### src/rtl/ps2_pkg.sv
`default_nettype none
// +--------------------------------------------------------------------------+
// | Module      : ps2_pkg                                                      |
// | Description : Shared PS/2 definitions. Includes the transmitter state      |
// |               encoding, common keyboard command bytes and the odd-parity   |
// |               helper used to build a frame.                                |
// | Revision    : 1.0 - initial release                                        |
// +--------------------------------------------------------------------------+
package ps2_pkg;

    typedef enum logic [2:0] {
        IDLE      = 3'd0,
        INHIBIT   = 3'd1,
        RTS       = 3'd2,
        SHIFT     = 3'd3,
        WAIT_ACK  = 3'd4,
        WAIT_IDLE = 3'd5
    } ps2_state_t;

    localparam logic [7:0] CMD_SET_LEDS = 8'hED;
    localparam logic [7:0] CMD_RESET    = 8'hFF;
    localparam logic [7:0] RESP_ACK     = 8'hFA;

    // The PS/2 parity bit makes the total count of ones in data plus parity odd.
    function automatic logic odd_parity(input logic [7:0] d);
        return ~^d;
    endfunction

endpackage
`default_nettype wire

### src/rtl/ps2_sync_edge.sv
`default_nettype none
// +--------------------------------------------------------------------------+
// | Module      : ps2_sync_edge                                                |
// | Description : 2-FF synchronizer for the PS/2 clock and data pins, plus a   |
// |               one-cycle strobe on a synchronized clock falling edge.       |
// |               The receiver uses the same block on the same pins.           |
// | Ports       : clk_i, rst_i        - system clock, async active-high reset  |
// |               ps2_clk_i/ps2_data_i - raw pin levels                        |
// |               clk_sync_o/data_sync_o - synchronized levels                 |
// |               fall_o               - synced clock went 1 -> 0              |
// | Revision    : 1.0 - initial release                                        |
// +--------------------------------------------------------------------------+
module ps2_sync_edge (
    input  logic clk_i,
    input  logic rst_i,
    input  logic ps2_clk_i,
    input  logic ps2_data_i,
    output logic clk_sync_o,
    output logic data_sync_o,
    output logic fall_o
);

    logic r_clk_meta;
    logic r_clk_sync;
    logic r_clk_prev;
    logic r_data_meta;
    logic r_data_sync;

    // Reset to the idle bus level (high) so leaving reset never fakes an edge.
    always_ff @(posedge clk_i or posedge rst_i) begin
        if (rst_i) begin
            r_clk_meta  <= 1'b1;
            r_clk_sync  <= 1'b1;
            r_clk_prev  <= 1'b1;
            r_data_meta <= 1'b1;
            r_data_sync <= 1'b1;
        end else begin
            r_clk_meta  <= ps2_clk_i;
            r_clk_sync  <= r_clk_meta;
            r_clk_prev  <= r_clk_sync;
            r_data_meta <= ps2_data_i;
            r_data_sync <= r_data_meta;
        end
    end

    assign clk_sync_o  = r_clk_sync;
    assign data_sync_o = r_data_sync;
    assign fall_o      = r_clk_prev & ~r_clk_sync;

endmodule
`default_nettype wire

### src/rtl/ps2_tx.sv
`default_nettype none
// +--------------------------------------------------------------------------+
// | Module      : ps2_tx                                                       |
// | Description : Host-to-device PS/2 transmitter. Runs request-to-send,       |
// |               shifts 8 data bits, odd parity and stop on device clocks,    |
// |               then checks the device line-ack. A watchdog aborts a stalled |
// |               transfer.                                                    |
// | Ports       : clk_i, rst_i            - clock, async active-high reset     |
// |               ps2_clk_i, ps2_data_i   - pin levels                         |
// |               data_i, start_i         - byte and send request              |
// |               busy_o, done_o, err_o   - status / one-cycle result pulses   |
// |               ps2_clk_oe_o, ps2_data_oe_o - 1 pulls the pin low            |
// | Revision    : 1.0 - initial release                                        |
// +--------------------------------------------------------------------------+
module ps2_tx
    import ps2_pkg::*;
#(
    parameter int INHIBIT_CYCLES = 5000,
    parameter int TIMEOUT_CYCLES = 750000
) (
    input  logic       clk_i,
    input  logic       rst_i,
    input  logic       ps2_clk_i,
    input  logic       ps2_data_i,
    input  logic [7:0] data_i,
    input  logic       start_i,
    output logic       busy_o,
    output logic       done_o,
    output logic       err_o,
    output logic       ps2_clk_oe_o,
    output logic       ps2_data_oe_o
);

    localparam int c_cnt_w = $clog2((INHIBIT_CYCLES > TIMEOUT_CYCLES) ?
                                    INHIBIT_CYCLES : TIMEOUT_CYCLES) + 1;
    localparam logic [c_cnt_w-1:0] c_inhibit_last = c_cnt_w'(INHIBIT_CYCLES - 1);
    localparam logic [c_cnt_w-1:0] c_timeout_last = c_cnt_w'(TIMEOUT_CYCLES - 1);

    logic w_clk_sync;
    logic w_data_sync;
    logic w_fall;
    logic w_timeout;

    ps2_state_t         r_state;
    logic [c_cnt_w-1:0] r_cnt;
    logic [3:0]         r_bit_cnt;
    logic [9:0]         r_shift;
    logic               r_clk_oe;
    logic               r_data_oe;
    logic               r_done;
    logic               r_err;

    ps2_sync_edge u_sync (
        .clk_i       (clk_i),
        .rst_i       (rst_i),
        .ps2_clk_i   (ps2_clk_i),
        .ps2_data_i  (ps2_data_i),
        .clk_sync_o  (w_clk_sync),
        .data_sync_o (w_data_sync),
        .fall_o      (w_fall)
    );

    // r_cnt doubles as inhibit timer and watchdog; only one is live at a time.
    assign w_timeout = (r_cnt == c_timeout_last);

    always_ff @(posedge clk_i or posedge rst_i) begin
        if (rst_i) begin
            r_state   <= IDLE;
            r_cnt     <= '0;
            r_bit_cnt <= '0;
            r_shift   <= '0;
            r_clk_oe  <= 1'b0;
            r_data_oe <= 1'b0;
            r_done    <= 1'b0;
            r_err     <= 1'b0;
        end else begin
            r_done <= 1'b0;
            r_err  <= 1'b0;
            case (r_state)
                IDLE: begin
                    r_clk_oe  <= 1'b0;
                    r_data_oe <= 1'b0;
                    if (start_i) begin
                        r_shift  <= {1'b1, odd_parity(data_i), data_i};
                        r_cnt    <= '0;
                        r_clk_oe <= 1'b1;
                        r_state  <= INHIBIT;
                    end
                end

                INHIBIT: begin
                    if (r_cnt == c_inhibit_last) begin
                        // Start bit goes out while the clock is still held.
                        r_data_oe <= 1'b1;
                        r_cnt     <= '0;
                        r_state   <= RTS;
                    end else begin
                        r_cnt <= r_cnt + 1'b1;
                    end
                end

                RTS: begin
                    r_clk_oe  <= 1'b0;
                    r_bit_cnt <= '0;
                    r_cnt     <= '0;
                    r_state   <= SHIFT;
                end

                SHIFT: begin
                    if (w_fall) begin
                        // Update right after the falling edge; the device
                        // samples on the following rising edge.
                        r_data_oe <= ~r_shift[0];
                        r_shift   <= {1'b1, r_shift[9:1]};
                        r_bit_cnt <= r_bit_cnt + 4'd1;
                        r_cnt     <= '0;
                        if (r_bit_cnt == 4'd9) begin
                            r_state <= WAIT_ACK;
                        end
                    end else if (w_timeout) begin
                        r_clk_oe  <= 1'b0;
                        r_data_oe <= 1'b0;
                        r_err     <= 1'b1;
                        r_state   <= IDLE;
                    end else begin
                        r_cnt <= r_cnt + 1'b1;
                    end
                end

                WAIT_ACK: begin
                    if (w_fall) begin
                        r_cnt <= '0;
                        if (!w_data_sync) begin
                            r_state <= WAIT_IDLE;
                        end else begin
                            r_err   <= 1'b1;
                            r_state <= IDLE;
                        end
                    end else if (w_timeout) begin
                        r_clk_oe  <= 1'b0;
                        r_data_oe <= 1'b0;
                        r_err     <= 1'b1;
                        r_state   <= IDLE;
                    end else begin
                        r_cnt <= r_cnt + 1'b1;
                    end
                end

                WAIT_IDLE: begin
                    if (w_clk_sync && w_data_sync) begin
                        r_done  <= 1'b1;
                        r_state <= IDLE;
                    end else if (w_fall) begin
                        r_cnt <= '0;
                    end else if (w_timeout) begin
                        r_clk_oe  <= 1'b0;
                        r_data_oe <= 1'b0;
                        r_err     <= 1'b1;
                        r_state   <= IDLE;
                    end else begin
                        r_cnt <= r_cnt + 1'b1;
                    end
                end

                default: begin
                    r_clk_oe  <= 1'b0;
                    r_data_oe <= 1'b0;
                    r_state   <= IDLE;
                end
            endcase
        end
    end

    assign busy_o        = (r_state != IDLE);
    assign done_o        = r_done;
    assign err_o         = r_err;
    assign ps2_clk_oe_o  = r_clk_oe;
    assign ps2_data_oe_o = r_data_oe;

endmodule
`default_nettype wire
### config.mk
export PLATFORM = sky130hd
export DESIGN_NAME = ps2_tx
export DESIGN_NICKNAME = d
export VERILOG_FILES = /design/src/rtl/ps2_pkg.sv /design/src/rtl/ps2_sync_edge.sv /design/src/rtl/ps2_tx.sv
export SDC_FILE = /design/constraint.sdc
export NUM_CORES = 1
export LEC_CHECK = 0
export CAP_MARGIN = 20
export CORE_UTILIZATION = 53
export DETAILED_ROUTE_END_ITERATION = 7
export MAX_ROUTING_LAYER = met4
export PLACE_DENSITY = 0.84
export SYNTH_ARGS = -nofsm -noshare
export SYNTH_HDL_FRONTEND = slang
export SYNTH_HIERARCHICAL = 1
export SYNTH_SLANG_ARGS = --single-unit
### constraint.sdc
create_clock -name clk_i -period 2.05 [get_ports clk_i]
set_input_delay 0.41 -clock clk_i [delete_from_list [all_inputs] [get_ports clk_i]]
set_output_delay 0.41 -clock clk_i [all_outputs]
set_load 0.05 [all_outputs]
# Yosys cells after proc, flatten, opt, wreduce, memory -nomap -nowiden
# Cells that the tools add are included.
totals:
  regBits: 47
op_classes:
  mux: 40
  bitwise: 5
  addsub: 2
  n_reduce_logical: 14
  eq_ne: 14
op_table:
  columns: ["operator", "n"]
  rows:
  - ["two-way mux 21 bit", 5]
  - ["case mux 21 bit (5 select lines)", 1]
  - ["two-way mux 3 bit", 9]
  - ["adder 21 x 1 -> 21 bit (second input constant)", 1]
  - ["equality test 21 x 13 -> 1 bit (second input constant)", 1]
  - ["equality test 21 x 20 -> 1 bit (second input constant)", 1]
  - ["two-way mux 10 bit", 2]
  - ["case mux 10 bit (2 select lines)", 1]
  - ["case mux 3 bit (6 select lines)", 1]
  - ["two-way mux 1 bit", 16]
  - ["AND reduction 3 bit", 3]
  - ["case mux 4 bit (2 select lines)", 1]
  - ["XNOR reduction 8 bit", 1]
  - ["equality test 3 x 2 -> 1 bit (second input constant)", 2]
  - ["equality test 3 bit (second input constant)", 2]
  - ["!= test 2 bit (second input constant)", 3]
  - ["!= test 3 bit (second input constant)", 2]
  - ["case mux 1 bit (5 select lines)", 1]
  - ["nonzero test 5 bit", 1]
  - ["adder 4 x 1 -> 4 bit (second input constant)", 1]
  - ["equality test 4 bit (second input constant)", 1]
  - ["two-way mux 4 bit", 1]
  - ["inverter 1 bit", 4]
  - ["case mux 1 bit (4 select lines)", 1]
  - ["11 further kinds", 13]

# Depth between registers and ports, before layout
depth:
  word_depth: 5
  depth_mapped: 8
  ltp_nobuf: 7

# Modules after synthesis
# The synthesis kept the hierarchy.
by_module_without_submodules:
  columns: ["module", "seq_area_each_um2", "area_each_um2", "cells_per_inst", "instances"]
  rows:
  - ["ps2_tx", 1051.0, 2557.5, 284, 1]
  - ["ps2_sync_edge", 131.4, 148.9, 7, 1]

# Least setup slack after synthesis
# OpenSTA, ideal clock, no wires.
synth_path:
  kind: "reg-to-reg"
  from: "register r_cnt[0]"
  to: "register r_cnt[0]"
  path_stages_with_launch: 8
  path_slack_ps: 100
  arrival_time_ps: 1825
  path_cell_list: "dfrtp_1 -> ha_1 -> nor4b_2 -> nand4_1 -> o311ai_1 -> buf_4 -> a211oi_2 -> mux2_2"
synth_via:
  elab_chain_cells: 5
  elab_cells_between_ends: 8
synth_rtl:
  columns: ["element", "line_no", "source"]
  rows:
  - ["from (decl)", "ps2_tx.sv:45", "logic [c_cnt_w-1:0] r_cnt;"]
  - ["from (signal assigned)", "ps2_tx.sv:98", "r_cnt <= r_cnt + 1'b1;"]
  - ["from (signal assigned)", "ps2_tx.sv:126", "r_cnt <= r_cnt + 1'b1;"]
  - ["from (signal assigned)", "ps2_tx.sv:145", "r_cnt <= r_cnt + 1'b1;"]
  - ["adder 21 x 1 -> 21 bit / equality test 21 x 20 -> 1 bit (equally long branches)", null, null]
  - ["two-way mux 21 bit", "ps2_tx.sv:120, ps2_tx.sv:139, ps2_tx.sv:155", null]
  - ["two-way mux 21 bit", "ps2_tx.sv:110", "if (w_fall) begin"]
  - ["two-way mux 21 bit", "ps2_tx.sv:150", "if (w_clk_sync && w_data_sync) begin"]
  - ["case mux 21 bit (5 select lines) (*)", "ps2_tx.sv:79", "case (r_state)"]
# Every way passes the cells marked *; elsewhere a longest branch is shown, timed or not. The select of a mux whose other input is x is not followed.
# A chain may end at the register's enable or synchronous reset.

# Worst setup path after layout
layout_path:
  from: "input port start_i"
  to: "register r_cnt[6]"
layout_via:
  elab_chain_cells: 2
layout_rtl:
  columns: ["element", "line_no", "source"]
  rows:
  - ["from (decl)", "ps2_tx.sv:26", "input logic start_i,"]
  - ["!= test 2 bit (no line)", null, null]
  - ["AND reduction 3 bit (no line)", null, null]
# Every way passes these cells.

==> results.json <==
{
  "synth_top_area_cell": "dfrtp_1",
  "die_x_um": 73.5,
  "die_h_um": 73.5,
  "syn_inst": 291,
  "cp-end-kind": "register",
  "post-route-min-period_ns": 1.99,
  "core_area_mm2": 0.00482,
  "syn-num-nets": 307,
  "drive_gt1_share_pct": 20.7,
  "io_pins": 18,
  "finalHoldViolations": 0,
  "drtPass1Iterations": 6,
  "grt_pass1_vias": 2300,
  "cp-start-kind": "input pin",
  "final-setup-viol-count": 0,
  "grt_usage_pct": 25.9,
  "drv_cap": 0,
  "worst-slew-pin-transition_ns": 0.525,
  "die_area_mm2": 0.00540,
  "portBuffers": 17,
  "vias": 2460,
  "crit_path_max_fanout": 16,
  "clk_path_buf_depth": 2,
  "ant_nets": 0,
  "initial_utilization_pct": 56.2,
  "grt_pass1_wl_mm": 10.5,
  "grt-ovfl-total": 0,
  "p_comb_share_pct": 47.6,
  "clkPwrFrac_pct": 20.1,
  "yosysWarnings": 6,
  "yosysSeqAreaShare_pct": 43.7,
  "ys_top_cells_by_area": "dfrtp_1 39%, a21oi_1 5.2%, dfstp_2 4.9%",
  "clk_latency_ns": 0.31,
  "vdd_ir_drop_max_uv": 649,
  "yosys.cell_types.count": 65,
  "instances_no_fill": 401,
  "cp.arrival_ns": 2.24,
  "async_flop_share_pct": 100,
  "post-route-drc-count": 0,
  "synthFlopType": "dfrtp_1",
  "syn2layout_area_growth_pct": 21.9,
  "path_clk_slew_ns": 0.09,
  "synth_edf_count": 0,
  "seqPwrFrac_pct": 32.4,
  "power.internal_uw": 2450,
  "grt_max_degree": 43,
  "n_antenna_cell": 0,
  "hold_class": "reg -> reg",
  "max_freq_mhz": 502,
  "crit_type": "in -> reg",
  "cellPowerDensity_mw_per_mm2": 1240,
  "clock-skew-final_ns": 0.0176,
  "power_uw": 4090,
  "outcome": "completed",
  "synth_seq_cells": 47,
  "avgSynthCellArea_um2": 9.30,
  "cp.required_ns": 2.30,
  "htree_num_levels": 2,
  "dp_hpwl_mm": 4.37,
  "cts.sinks": 47,
  "power_leakage_uw": 0.00135,
  "period_share_pct": 97.2,
  "nets": 349,
  "dp.cells": 392,
  "grt_antenna_before_repair": 0,
  "viasPerCell": 6.13,
  "report.final.slew_viol_count": 0,
  "cts_root_buf": "clkbuf_8",
  "relSlewSlack_pct": 65.0,
  "rows": 25,
  "yosys-top-cells-count": "42 x dfrtp_1, 31 x nor2_1, 28 x a21oi_1",
  "synth_top_cell_area_share_pct": 38.8,
  "switchingPower_uw": 1640,
  "finalSetupTns_ns": 0,
  "numCtsBuffers": 5,
  "cts_tree": "yes",
  "post_drt_wl_per_cell_um": 15.7,
  "switching_share_pct": 40.1,
  "yosysMostFrequentCell": "dfrtp_1",
  "place.gp.congestion": 0.918,
  "syn-cell-area_mm2": 0.00271,
  "detail_route.iter0.violations": 300,
  "routed_wl_mm": 6.28,
  "rsz0062_at_grt": "yes"
}
-- what timing repair did --
item | in CTS | in global routing
gates resized for setup | 2 | 7
gates cloned | 0 | 0
pin swaps | 0 | 1
hold buffers | 0 | 0
setup endpoints to repair | 10 | 10
buffers inserted | 0 | 1
hold endpoints to repair | 0 | 0
-- through the flow --
| stage | hold slack [ns] | util, % | instance area [um^2] | setup WS [ns] |
|---|---|---|---|---|
| 6_report | 0.361 | 68.5 | 3300 | 0.0584 |
| 5_1_grt | 0.366 | 68.5 | 3300 | -0.00495 |
| 4_1_cts | 0.363 | 67.7 | 3260 | 0.00448 |
| 3_5_place_dp | 0.350 | 64.8 | 3120 | -0.340 |
| 3_3_place_gp | 0.345 | 64.8 | 3120 | -0.245 |
| 2_1_floorplan | 0.345 | - | 2710 | 0.100 |
-- state kept, by name, summed over array words and instances, names as in the netlist --
signal / flops
done_o: 1
err_o: 1
ps2_clk_oe_o: 1
ps2_data_oe_o: 1
r_bit_cnt: 4
r_cnt: 21
r_shift: 10
r_state: 3
u_sync/clk_sync_o: 1
u_sync/data_sync_o: 1
u_sync/r_clk_meta: 1
u_sync/r_clk_prev: 1
u_sync/r_data_meta: 1
-- kinds of logic (layout without fill, tap and decap cells) --
logic type / Yosys count / after routing / synth area share [%]
simple gates: 117 / 117 / 23.7
compound gates: 73 / 73 / 18.1
flops: 47 / 47 / 43.7
buf+inv: 26 / 69 / 4.39
xor+xnor: 13 / 13 / 4.21
mux: 12 / 12 / 4.53
fa+ha+maj: 3 / 3 / 1.39
-- layer usage --
metal,vias up,GRT usage (%),wire length (um)
li1,1166,-,-
met1,1202,34.7,2860
met5,-,-,0
met4,0,8.33,65
met3,6,3.98,342
met2,86,40.4,3000
-- path summary, 6_finish.rpt --
| kind | start | endpoint | slack [ns] | depth (start not counted) |
|---|---|---|---|---|
| worst max-delay path | start_i | r_cnt[6] | 0.06 | 7 |
| worst min-delay path | u_sync/r_data_meta | u_sync/data_sync_o | 0.36 | 0 |
| worst max register to register | r_cnt[0] | r_cnt[0] | 0.09 | 7 |
| worst min register to register | u_sync/r_data_meta | u_sync/data_sync_o | 0.36 | 0 |
| max in group asynchronous | rst_i | r_cnt[7] | 1.13 | 3 |
| min in group asynchronous | rst_i | u_sync/r_clk_meta | 0.52 | 2 |
-- power groups by stage --
stage          registers [uW]  clock network [uW]  logic [uW]
4_1_cts                  1320                 828        1890
3_3_place_gp             1320                   0        1810
3_5_place_dp             1330                   0        1870
2_1_floorplan            1360                   0        1250
6_report                 1320                 821        1950
5_1_grt                  1350                 864        2120
-- worst max-delay path: stages --
cell and delay, ns:
clkdlybuf4s50_1 0.53, nor4_1 0.07, buf_4 0.16, a21o_4 0.24
or4_1 0.53, a22oi_1 0.20, a21o_1 0.11
-- cells in the final DEF, fill, tap and decap left out, types with 8 or more instances in the layout --
cell              n
a21oi_1          27
buf_4            34
clkdlybuf4s50_1  16
dfrtp_1          42
inv_1             9
mux2i_1          10
nand2_1          20
nand3_1          13
nor2_1           31
nor3_1            9
o21ai_0           9
xnor2_1           8
-- cell type report --
cell class | count | area, um^2
flip-flops and latches | 47 | 1180
inverters | 11 | 41.3
repair buffers | 50 | 415
multi-input cells | 218 | 1440
clock buffers | 5 | 68.8
well taps | 67 | 83.8
fillers | 375 | 1520
clock inverters | 3 | 67.6
No activity file was read; power rests on OpenSTA's default activity.
